**config.mk**
```make
export PLATFORM = sky130hd
export DESIGN_NAME = uart_rx_fsm
export DESIGN_NICKNAME = d
export VERILOG_FILES = /design/src/rtl/uart_rx_fsm.sv
export SDC_FILE = /design/constraint.sdc
export NUM_CORES = 1
export LEC_CHECK = 0
export ABC_AREA = 1
export BUFFER_PORTS_ARGS = -buffer_cell sky130_fd_sc_hd__buf_2
export CAP_MARGIN = 20
export CELL_PAD_IN_SITES_DETAIL_PLACEMENT = 1
export CELL_PAD_IN_SITES_GLOBAL_PLACEMENT = 1
export CORE_ASPECT_RATIO = 0.5
export CORE_UTILIZATION = 39
export DETAILED_ROUTE_END_ITERATION = 10
export PLACE_DENSITY = 0.88
export SYNTH_ARGS = -nofsm -noshare
export SYNTH_HDL_FRONTEND = slang
export SYNTH_SLANG_ARGS = --single-unit
```
**constraint.sdc**
```tcl
create_clock -name clk -period 2.25 [get_ports clk]
set_input_delay 0.45 -clock clk [delete_from_list [all_inputs] [get_ports clk]]
set_output_delay 0.45 -clock clk [all_outputs]
set_load 0.02 [all_outputs]
```
**src/rtl/uart_rx_fsm.sv**
```systemverilog
// uart_rx_fsm: UART receive sequencer driving sampler, deserializer and start/parity/stop checkers
module uart_rx_fsm #(
  parameter int DATA_WIDTH = 8,
  parameter int PRESC_W    = 6
) (
  input  logic               clk,
  input  logic               rst_n,
  input  logic               rx_in,
  input  logic               par_en,
  input  logic [PRESC_W-1:0] prescale,
  input  logic               strt_glitch,
  input  logic               par_err,
  input  logic               stop_err,
  output logic               dat_samp_en,
  output logic               deser_en,
  output logic               strt_chk_en,
  output logic               par_chk_en,
  output logic               stp_chk_en,
  output logic [PRESC_W-1:0] edge_cnt,
  output logic [3:0]         bit_cnt,
  output logic               data_valid,
  output logic               frame_err
);
  typedef enum logic [2:0] {IDLE, START, DATA, PARITY, STOP} state_t;
  state_t             state_q, state_d;
  logic [PRESC_W-1:0] p_q, p_d, edge_q, edge_d, p_sel, half, at_chk, at_lat;
  logic [3:0]         bit_q, bit_d;
  logic               perr_q, perr_d, serr_q, serr_d;
  logic               wrap, chk, lat, err_any;
  assign p_sel   = (prescale == PRESC_W'(16) || prescale == PRESC_W'(32)) ? prescale : PRESC_W'(8);
  assign half    = p_q >> 1;
  assign at_chk  = half + PRESC_W'(2);
  assign at_lat  = half + PRESC_W'(3);
  assign wrap    = edge_q == p_q - PRESC_W'(1);
  assign chk     = edge_q == at_chk;
  assign lat     = edge_q == at_lat;
  // At P=8 the stop result arrives in the final cycle, so it must bypass the latch
  assign err_any = perr_q | serr_q | (lat & stop_err);
  always_ff @(posedge clk or negedge rst_n) begin
    if (!rst_n) begin
      state_q <= IDLE;
      p_q     <= PRESC_W'(8);
      edge_q  <= '0;
      bit_q   <= '0;
      perr_q  <= 1'b0;
      serr_q  <= 1'b0;
    end else begin
      state_q <= state_d;
      p_q     <= p_d;
      edge_q  <= edge_d;
      bit_q   <= bit_d;
      perr_q  <= perr_d;
      serr_q  <= serr_d;
    end
  end
  always_comb begin
    state_d = state_q;
    p_d     = p_q;
    edge_d  = wrap ? '0 : edge_q + PRESC_W'(1);
    bit_d   = bit_q;
    perr_d  = perr_q;
    serr_d  = serr_q;
    case (state_q)
      IDLE: begin
        edge_d = '0;
        bit_d  = '0;
        perr_d = 1'b0;
        serr_d = 1'b0;
        if (!rx_in) begin
          state_d = START;
          p_d     = p_sel;
        end
      end
      START: begin
        if (lat && strt_glitch) begin
          state_d = IDLE;
          edge_d  = '0;
        end else if (wrap) begin
          state_d = DATA;
          bit_d   = '0;
        end
      end
      DATA: begin
        if (wrap && bit_q == 4'(DATA_WIDTH - 1)) begin
          bit_d   = '0;
          state_d = par_en ? PARITY : STOP;
        end else if (wrap) bit_d = bit_q + 4'd1;
      end
      PARITY: begin
        if (lat && par_err) perr_d = 1'b1;
        if (wrap) state_d = STOP;
      end
      STOP: begin
        if (lat && stop_err) serr_d = 1'b1;
        if (wrap) begin
          perr_d  = 1'b0;
          serr_d  = 1'b0;
          state_d = rx_in ? IDLE : START;
          p_d     = rx_in ? p_q : p_sel;
        end
      end
      default: state_d = IDLE;
    endcase
  end
  assign dat_samp_en = state_q != IDLE;
  assign deser_en    = state_q == DATA   && chk;
  assign strt_chk_en = state_q == START  && chk;
  assign par_chk_en  = state_q == PARITY && chk;
  assign stp_chk_en  = state_q == STOP   && chk;
  assign data_valid  = state_q == STOP && wrap && !err_any;
  assign frame_err   = state_q == STOP && wrap && err_any;
  assign edge_cnt    = edge_q;
  assign bit_cnt     = bit_q;
endmodule

```
==> flow_metrics.py <==
metrics = {
    "hold_path": {
        "hp-class": "input port to async pin",
    },
    "timing": {
        "fmax_mhz": 366.8,
        "max-slew-margin-rel_pct": 62.43,
        "setup_viol": 25,
        "slew_viol_final": 0,
        "clock_skew_ns": 0.006068,
        "grt_setup_unrepaired": "true",
        "period_share_pct": 121.2,
        "setup-tns-final_ns": -5.555,
        "finalWorstSetupSlack_ns": -0.4760,
        "final-hold-violation-count": 0,
        "fin_hold_ws_ns": 0.1479,
        "period_needed_ns": 2.726,
        "tightest_slew_ns": 0.5635,
    },
    "pwr": {
        "p_leak_nw": 1.317,
        "power_density_nw_per_um2": 1120,
        "finalPower_mw": 2.837,
        "vdd_drop_max_mv": 0.6596,
    },
    "finish": {
        "areaGrowthSynthToFinish_pct": 46.24,
        "final_cell_area_um2": 2532,
        "diodes": 0,
        "drive_gt1_share_pct": 41.23,
        "stdcell_count": 379,
        "fin_nets": 347,
    },
    "placed_design": {
        "gp_congestion": 0.8461,
        "dp.cells": 353,
        "io_buffer_count": 29,
        "dp_hpwl_um": 4490,
        "place_area_um2": 2009,
    },
    "floorplanning": {
        "rows": 16,
        "die-width_um": 96.24,
        "dieArea_um2": 4727,
        "core_area_um2": 4084,
        "die_y_um": 49.12,
        "start_util_pct": 42.40,
        "ioPinCount": 30,
    },
    "global_routing": {
        "grt_overflow": 0,
        "first_global_vias": 2244,
        "gr-usage-all-layers_pct": 32.30,
        "gr-usage-met2_pct": 57.45,
        "grt_max_degree": 22,
        "busiest_layer": "met2",
        "met3_usage_pct": 5.763,
        "grt_pass1_wl_um": 11290,
        "gr-usage-met1_pct": 37.11,
        "antenna_found_initial": 0,
    },
    "synthesis": {
        "async_flop_share_pct": 100.0,
        "synth_top_family_by_area": "simple AND/OR/NAND/NOR gates",
        "synth_edf_count": 0,
        "synth_simple_gate_area_share_pct": 42.56,
        "synthXorXnorAreaFrac_pct": 4.552,
        "synth_seq_cells": 21,
        "synth_area_leaders": "dfrtp_1 (29%), nand2_1 (18%), nor2_1 (6.9%), nand3_1 (6.6%), inv_1 (6.5%)",
        "ys_seq_area_share_pct": 30.42,
        "synthAdderAreaFrac_pct": 5.780,
        "yosys.area.top_type_share_pct": 28.90,
        "synth_cell_types": 28,
        "syn-cell-area_um2": 1732,
        "synthCells": 262,
        "syn_avg_cell_area_um2": 6.609,
        "synthMuxAreaShare_pct": 0,
        "yosys_warnings": 0,
        "synth_flop_cell": "dfrtp_1",
        "synth.largest_area_cell": "dfrtp_1",
        "synth-compound-area-share_pct": 7.514,
        "syn_nets": 283,
    },
    "critical_path": {
        "path_class": "register to output port",
        "cp-end-kind": "output port",
        "required_ns": 1.80,
        "cp_slowest_cell": "dfstp_2",
        "max_stage_delay_ns": 0.67,
        "worstPathMaxFanout": 5,
        "worst_ep_arrival_time_ns": 2.28,
        "path_cells": "ha_4 -> nand2_4 -> nand2_4 -> inv_2 -> nand2_1 -> nand2_1 -> nand2_1 -> inv_2 -> and3_4 -> nand2_4 -> nand3_2 -> nor2_1 -> buf_4",
        "start_kind": "register",
    },
    "routing": {
        "drc": 0,
        "dr.pass1.iters": 5,
        "antenna_left": 0,
        "drt_iter0_drc": 148,
        "via_per_inst": 5.876,
        "vias": 2227,
        "finalWirelength_um": 8488,
        "wl_per_cell_um": 22.40,
    },
    "clock_tree": {
        "cts_tree": "done",
        "path_clk_slew_ns": 0.09,
        "cts_sinks": 21,
        "clk_latency_ns": 0.28,
        "cts-root-buf": "clkbuf_8",
        "htree_levels": 1,
        "postCtsHoldBufs": 0,
        "numCtsBuffers": 3,
        "cts_buffer_depth": 2,
    },
    "flow_run": {
        "maxCapViolations": 0,
    },
    "status": {
        "status": "finished with violations",
        "violations": "setup timing",
    },
}
-- sequential cells by signal, indices dropped and copies added, names as in the netlist --
name      flops
perr_q        1
serr_q        1
p_q           6
edge_cnt      6
state_q       3
bit_cnt       4
-- cell families after synthesis --
family / count (synthesis)
DFF: 21
and+or+nand+nor: 161
adders and majority gates: 8
AOI/OAI and AO/OA: 23
buffers and inverters: 40
xor gates and xnor gates: 9
-- per-layer routing --
| layer | wire [um] | up-vias |
|---|---|---|
| met1 | 3352 | 1103 |
| met4 | 474 | 0 |
| met5 | 0 | - |
| li1 | - | 953 |
| met3 | 569 | 49 |
| met2 | 4091 | 122 |
-- per-stage QoR --
stage	setup WS, ns	util, %
final	-0.4760	62.01
after global routing	-0.5392	62.01
after CTS	-0.2613	55.39
after detailed placement	-0.05254	49.20
after global placement	0.06739	49.20
after floorplan	0.07201	-
-- final timing paths --
kind	endpoint	slack [ns]	from	cells past startpoint
min reg2reg	state_q[1]	0.60	state_q[1]	2
max reg2reg	p_q[3]	-0.34	p_q[3]	14
max in group asynchronous	p_q[4]	1.70	rst_n	1
max	data_valid	-0.48	p_q[3]	13
min	bit_cnt[0]	0.15	rst_n	1
min in group clk	p_q[5]	0.43	prescale[5]	3
-- worst max-delay path, delay by kind of cell (launching register included) --
kind | cells | cell delay [ns]
DFF | 1 | 0.67
and+or+nand+nor | 9 | 0.85
adders and majority gates | 1 | 0.19
buffers and inverters | 3 | 0.25
-- placed cells by master, fill, tap and decap left out, types with 4 or more instances in the layout --
master,count
buf_4,24
o21ai_0,7
dfrtp_1,19
ha_4,5
inv_1,23
a21oi_1,5
nand4_1,4
xor2_1,7
nand2_1,72
o21ai_1,4
nor2_2,7
nor2_1,21
nand2_2,11
buf_6,13
nor2_4,9
buf_2,23
nand3_1,20
inv_2,12
nand2_4,5
-- timing repair --
item	CTS	global route
endpoints found under the setup margin	8	26
setup buffers	10	13
pin swaps	18	18
resized for setup	38	49
-- report_power, final --
group | switching, mW | internal (mW)
logic | 1.22 | 0.684
registers | 0.181 | 0.473
clock network | 0.156 | 0.125
total | 1.56 | 1.28
-- cell type report --
class | count | area (um^2)
multi-input combinational | 201 | 1276
clock inverter | 1 | 5.005
timing repair buffer | 61 | 461.7
clock buffer | 3 | 41.29
fill | 520 | 1551
sequential | 21 | 528.0
inverter | 38 | 152.6
tap | 54 | 67.56
-- cells in the mapped netlist, drive strengths merged (2+ instances only) --
cell    n
o21ai  14
xnor2   2
nand3  24
dfrtp  20
buf     2
a21oi   7
nand4   5
ha      8
nor3    4
nand2  88
inv    38
nor2   37
xor2    7
Note: power is estimated with default switching activity, not from simulation.
